### src/rtl/reg_write_arbiter.sv
// reg_write_arbiter: one-entry holds for requesters A/B share the reg_file write port; hold->WRITEENABLE in 1 cycle, 1 write/cycle.
// REQx_READY is low while that hold is full. WR_ARB_FIXED_PRIO_EN: same-edge ties always grant A (no round-robin pointer).
module reg_write_arbiter #(
    parameter int DATA_WIDTH = 8,
    parameter int ADDR_WIDTH = 3
) (
    input  logic                  CLK,
    input  logic                  RESET,
    input  logic                  REQA_VALID,
    input  logic [ADDR_WIDTH-1:0] REQA_REG,
    input  logic [DATA_WIDTH-1:0] REQA_DATA,
    output logic                  REQA_READY,
    input  logic                  REQB_VALID,
    input  logic [ADDR_WIDTH-1:0] REQB_REG,
    input  logic [DATA_WIDTH-1:0] REQB_DATA,
    output logic                  REQB_READY,
    input  logic [ADDR_WIDTH-1:0] READREG1,
    input  logic [ADDR_WIDTH-1:0] READREG2,
    output logic [ADDR_WIDTH-1:0] WRITEREG,
    output logic [DATA_WIDTH-1:0] WRITEDATA,
    output logic                  WRITEENABLE,
    output logic                  PEND_HIT1,
    output logic                  PEND_HIT2,
    output logic                  BUSY
);

    logic                  hold_valid_a;
    logic [ADDR_WIDTH-1:0] hold_reg_a;
    logic [DATA_WIDTH-1:0] hold_data_a;
    logic                  hold_valid_b;
    logic [ADDR_WIDTH-1:0] hold_reg_b;
    logic [DATA_WIDTH-1:0] hold_data_b;

    // age_b_older: B was captured before A; tie: both captured on the same edge
    logic age_b_older;
    logic tie;
`ifndef WR_ARB_FIXED_PRIO_EN
    logic rr_ptr;
`endif

    logic accept_a;
    logic accept_b;
    logic grant_a;
    logic grant_b;

    assign REQA_READY = ~hold_valid_a;
    assign REQB_READY = ~hold_valid_b;
    assign accept_a   = REQA_VALID & ~hold_valid_a;
    assign accept_b   = REQB_VALID & ~hold_valid_b;

    always_comb begin
        grant_a = 1'b0;
        grant_b = 1'b0;
        if (hold_valid_a && hold_valid_b) begin
            if (tie) begin
`ifdef WR_ARB_FIXED_PRIO_EN
                grant_a = 1'b1;
`else
                grant_a = ~rr_ptr;
                grant_b = rr_ptr;
`endif
            end else begin
                grant_a = ~age_b_older;
                grant_b = age_b_older;
            end
        end else begin
            grant_a = hold_valid_a;
            grant_b = hold_valid_b;
        end
    end

    always_ff @(posedge CLK or posedge RESET) begin
        if (RESET) begin
            hold_valid_a <= 1'b0;
            hold_reg_a   <= '0;
            hold_data_a  <= '0;
        end else begin
            hold_valid_a <= accept_a | (hold_valid_a & ~grant_a);
            if (accept_a) begin
                hold_reg_a  <= REQA_REG;
                hold_data_a <= REQA_DATA;
            end
        end
    end

    always_ff @(posedge CLK or posedge RESET) begin
        if (RESET) begin
            hold_valid_b <= 1'b0;
            hold_reg_b   <= '0;
            hold_data_b  <= '0;
        end else begin
            hold_valid_b <= accept_b | (hold_valid_b & ~grant_b);
            if (accept_b) begin
                hold_reg_b  <= REQB_REG;
                hold_data_b <= REQB_DATA;
            end
        end
    end

    // Ordering state: the survivor of the other side becomes the older entry
    always_ff @(posedge CLK or posedge RESET) begin
        if (RESET) begin
            age_b_older <= 1'b0;
            tie         <= 1'b0;
        end else begin
            tie <= accept_a & accept_b;
            if (accept_a && hold_valid_b && !grant_b) begin
                age_b_older <= 1'b1;
            end else if (accept_b && hold_valid_a && !grant_a) begin
                age_b_older <= 1'b0;
            end
        end
    end

`ifndef WR_ARB_FIXED_PRIO_EN
    always_ff @(posedge CLK or posedge RESET) begin
        if (RESET) begin
            rr_ptr <= 1'b0;
        end else if (hold_valid_a && hold_valid_b && tie) begin
            rr_ptr <= ~rr_ptr;
        end
    end
`endif

    always_ff @(posedge CLK or posedge RESET) begin
        if (RESET) begin
            WRITEENABLE <= 1'b0;
            WRITEREG    <= '0;
            WRITEDATA   <= '0;
        end else begin
            WRITEENABLE <= grant_a | grant_b;
            if (grant_a) begin
                WRITEREG  <= hold_reg_a;
                WRITEDATA <= hold_data_a;
            end else if (grant_b) begin
                WRITEREG  <= hold_reg_b;
                WRITEDATA <= hold_data_b;
            end
        end
    end

    assign PEND_HIT1 = (hold_valid_a && hold_reg_a == READREG1) ||
                       (hold_valid_b && hold_reg_b == READREG1) ||
                       (WRITEENABLE  && WRITEREG   == READREG1);
    assign PEND_HIT2 = (hold_valid_a && hold_reg_a == READREG2) ||
                       (hold_valid_b && hold_reg_b == READREG2) ||
                       (WRITEENABLE  && WRITEREG   == READREG2);
    assign BUSY      = hold_valid_a | hold_valid_b | WRITEENABLE;

endmodule

### config.mk
export PLATFORM = sky130hd
export DESIGN_NAME = reg_write_arbiter
export DESIGN_NICKNAME = d
export VERILOG_FILES = /design/src/rtl/reg_write_arbiter.sv
export SDC_FILE = /design/constraint.sdc
export NUM_CORES = 1
export LEC_CHECK = 0
export CORE_MARGIN = 4
export CORE_UTILIZATION = 45
export CTS_CLUSTER_SIZE = 12
export DETAILED_ROUTE_END_ITERATION = 12
export GPL_ROUTABILITY_DRIVEN = 0
export PLACE_DENSITY = 0.77
export SKIP_LAST_GASP = 1
export SYNTH_ARGS = -nofsm -noshare
export SYNTH_HDL_FRONTEND = slang
export SYNTH_SLANG_ARGS = --single-unit
### constraint.sdc
create_clock -name CLK -period 1.5 [get_ports CLK]
set_input_delay 0.225 -clock CLK [delete_from_list [all_inputs] [get_ports CLK]]
set_output_delay 0.225 -clock CLK [all_outputs]
set_load 0.02 [all_outputs]
== Word-level counts from Yosys, hierarchy flattened ==
Index checks and enable logic that the tools add are counted.
Word-level totals
  memories kept: 0
  memory bits (read-only): 0
  register bits: 39
  memory bits (writable): 0
  output and inout port bits: 17
  bits in latches: 0
Operators by class
  order comparisons: 0
  $mul: 0
  bitwise gates (word level): 16
  shift operators: 0
  reductions and logical operators: 20
  muxes and demuxes: 10
  add/sub/neg operators: 0
  equality and inequality tests: 6
  divide/modulo/power cells: 0
Operator list (count)
  $eq A3 B3 Y1: 6
  $mux W8: 2
  $logic_and A1 B1 Y1: 12
  $mux W1: 6
  $mux W3: 2
  $not A1 Y1: 6
  $and A1 B1 Y1: 5
  $or A1 B1 Y1: 5
  $logic_or A1 B1 Y1: 4
  $reduce_bool A2 Y1: 2
  $logic_not A1 Y1: 2

== Longest topological paths before layout ==
Gate-level depths: netlist of run 1.
  word-level depth: 7
  gate-level depth with buffers: 4
  gate-level depth less buffers: 3

== Least setup slack after synthesis of run 1 ==
No wires, ideal clock.
  path type: register to register
  start: register hold_valid_a
  end: register hold_data_a[0]
  setup time: 0.125 ns
  setup slack: 0.170 ns
  required time: 1.375 ns
  data arrival time: 1.205 ns
  buffers on the path: 1
  cell stages (with the launch flop): 5
  path through: dfrtp_1 > inv_1 > nand2_1 > buf_2 > mux2_2
On the way
  cells in the longest elaborated chain, start to end: 2
Ends and longest elaborated chain
  start: declaration: RTL line 27  | logic hold_valid_a;
  start signal: assignment: RTL line 78  | hold_valid_a <= accept_a | (hold_valid_a & ~grant_a);
  $not A1 Y1
  net REQA_READY: RTL line 12  | output logic REQA_READY,
  $and A1 B1 Y1: RTL line 48  | assign accept_a = REQA_VALID & ~hold_valid_a;
  end signal: assignment: RTL line 76  | hold_data_a <= '0;
  end signal: assignment: RTL line 81  | hold_data_a <= REQA_DATA;
  end: declaration: RTL line 29  | logic [DATA_WIDTH-1:0] hold_data_a;
The timed path passes the listed nets, and every way through them passes these cells.
A chain may end at the register's enable or synchronous reset.

== Worst setup path after layout of run 1 ==
  start: register hold_reg_b[2]
  end: output port PEND_HIT2
On the way
  cells in the longest elaborated chain, start to end: 4
Ends and longest elaborated chain
  start: declaration: RTL line 31  | logic [ADDR_WIDTH-1:0] hold_reg_b;
  start signal: assignment: RTL line 89  | hold_reg_b <= '0;
  start signal: assignment: RTL line 94  | hold_reg_b <= REQB_REG;
  $eq A3 B3 Y1: RTL line 146  | (hold_valid_b && hold_reg_b == READREG2) ||
  $logic_and A1 B1 Y1: RTL line 146
  $logic_or A1 B1 Y1: RTL line 145  | assign PEND_HIT2 = (hold_valid_a && hold_reg_a == READREG2) ||
  $logic_or A1 B1 Y1: RTL line 146
  end: declaration: RTL line 23  | output logic PEND_HIT2,
Every way passes these cells.

==> results.md, run 1 <==
* Slowest stage delay, CP at 0.42 ns
* Max VDD drop at 872 uV
* Outcome: finished, violations left
* Syn Nets at 169
* Vias in the first global route at 1489
* Antenna-violating nets left at 0
* IO buf count at 48
* Drt drc at 0
* Die X at 71.4 um
* Top_reg_cell synth: dfrtp_1
* Post-synthesis adder-cell area fraction at 0%
* Critical path class: register to primary output
* Worst-path maximum fanout at 3
* WL per Instance at 16.8 um
* Total power at 3.59 mW
* Normalized max-slew margin at 70.5%
* RSZ-0062 raised after global routing: yes
* Area after DPL at 0.00247 mm2
* Final setup vio count at 1
* CP Cell Sequence: xnor2_1, nand4_1, nand3_1, buf_6
* # H-tree levels at 2
* Synth cell types at 24
* Slack of the critical path at -0.0202 ns
* ANT cells at 0
* Synth Cell Area at 0.00181 mm2
* Yosys reg bits at 39
* Num CTS Buffers at 5
* Actual slew at the worst max-slew pin at 0.441 ns
* Syn Area/Cell at 13.2 um2
* Xor-xnor portion of the synthesized cell area at 9.20%
* CP Launch Type: register
* Post-synth EDFFs at 0
* Vias at 1416
* Most common cell after layout, fill and taps aside: dfrtp_1
* Clk_skew at 0.00493 ns
* Hold WC Path Type: input pin to asynchronous set/reset pin
* Initial Utilization at 48.0%
* Hold buffers post-CTS at 0
* Main combinational cell family by area after synthesis: multiplexers
* Hpwl dp at 3060 um
* Row cnt at 22
* Full die area at 0.00510 mm2
* Final WL at 4470 um
* Vias/cell at 5.32
* Buf/Inv on CP at 1
* TNS Setup at -0.0202 ns
* Max clock buf depth at 2
* Worst Path Arrival at 1.30 ns
* Antenna violations before repair at 0
* Layout Cells excl Fill at 266
* Mux cell area share after synthesis at 17.2%
* CP top delay family: flip-flops
* Area grow syn2layout at 52.6%
* Async set-reset flop share out of synthesis at 100%
* Sequential fraction of the synthesis area at 53.9%
* FMAX at 658 MHz
* Dpl cells at 247
* Final Hold Slack at 0.274 ns
* Largest net degree at the start of global routing at 40
* CTS tree: yes
* Reg clk slew, reported paths at 0.08 ns
* Core Util, Final at 73.2%
* First-pass detailed-route iteration total at 4
* Die height at 71.4 um
* Fin crit period at 1.52 ns
* Design area at 0.00276 mm2
* Simple-gate share of the synthesized area at 7.95%
* Crit share post-route at 101%
* Global-route wire length before repair at 7080 um
* Failing checks: negative setup slack
* Post-synthesis compound-gate area fraction at 8.58%
* Overflow after GRT at 0
* Nets at 249
* IO Count at 49
* Final hold viol count at 0
* PwrDens at 1300 mW/mm2
* Worst-Skew Late Latency at 0.30 ns
* CP endpoint kind: primary output
* Max-slew violations at 0
* Cells after synthesis at 137
* P_leak at 1.31 nW
* Share of cells above drive strength 1 at 39.0%
* GRT Util Overall at 17.6%
* Most frequent cells in the layout: 38 x dfrtp_1, 27 x buf_4, 25 x clkdlybuf4s50_1
* CTS Root Cell: clkbuf_8
* Worst EP required at 1.27 ns
* Max Cap Viol at 0
* Worst slack, placed at -0.494 ns
* Crit-path slowest cell: dfrtp_1
* Clk sinks at 39
* YS warnings at 0
* First DRT Iteration DRCs at 73
* Core Area at 0.00377 mm2
==> worst min-delay path, stage by stage <==
cell             delay, ns
clkdlybuf4s50_1       0.39
inv_1                 0.09
buf_12                0.23
==> per-layer routing <==
metal	global-route usage [%]	routed length, um	vias up
li1	-	-	655
met4	6.26	46	0
met1	22.5	1930	707
met5	0	0	-
met2	29.7	2220	47
met3	3.51	277	7
==> registers in the layout (all words and copies together), names as in the netlist, 3 cells and up <==
signal and cells:
hold_data_a 8, hold_reg_b 3, hold_reg_a 3, WRITEDATA 8, hold_data_b 8, WRITEREG 3
==> cell families (layout without fill, tap and decap cells) <==
family	after synthesis	count (layout)
and+or+nand+nor	26	26
xor gates and xnor gates	19	19
buffers and inverters	10	91
AOI/OAI and AO/OA	15	15
DFF	39	39
muxes	28	28
==> final cells by class <==
cell class,instances,area (um2)
timing repair buffer,79,757
fill,236,1010
clock buffer,6,72.6
clock inverter,2,60.1
sequential,39,977
tap,48,60.1
multi-input combinational,88,820
inverter,4,15.0
==> path summary, 6_finish.rpt <==
kind	cells past startpoint	endpoint	slack (ns)	startpoint
max in group asynchronous	3	WRITEREG[1]	1.02	RESET
hold reg to reg	0	age_b_older	0.44	age_b_older
hold / removal	3	hold_data_a[0]	0.27	RESET
min in group CLK	0	age_b_older	0.44	age_b_older
setup / recovery	4	PEND_HIT2	-0.02	hold_reg_b[2]
setup reg to reg	6	hold_data_a[4]	0.05	hold_valid_a
==> timing repair <==
| action | CTS | global route |
|---|---|---|
| resized for setup | 25 | 29 |
| cloned | 1 | 0 |
| setup endpoints to repair | 31 | 41 |
| pin swaps | 2 | 13 |
| buffers inserted | 6 | 4 |
==> power breakdown <==
part           total [mW]  internal [mW]  switching [mW]
registers            1.42           1.26           0.169
clock network        1.03          0.665           0.369
logic                1.14          0.660           0.476
==> synthesized netlist by cell type (2+ instances only) <==
library cell / n / area share [%]
and2_1: 2 / 0.69
mux2_2: 22 / 14
dfrtp_1: 39 / 54
a221o_2: 7 / 4.4
buf_2: 3 / 0.83
buf_6: 2 / 1.2
a221o_1: 4 / 2.2
nand4_1: 6 / 2.1
nor2_1: 7 / 1.5
xnor2_1: 19 / 9.2
and2_2: 4 / 1.7
inv_1: 4 / 0.83
mux2i_1: 5 / 2.8
nand3_1: 3 / 0.83
(Power assumes the default switching activity.)
==> run 2, diff against run 1 <==
- CTS_CLUSTER_SIZE: 12 -> unset
==> results of run 2 <==
Same layout as run 1: the final DEF is identical, and so are final timing and power.
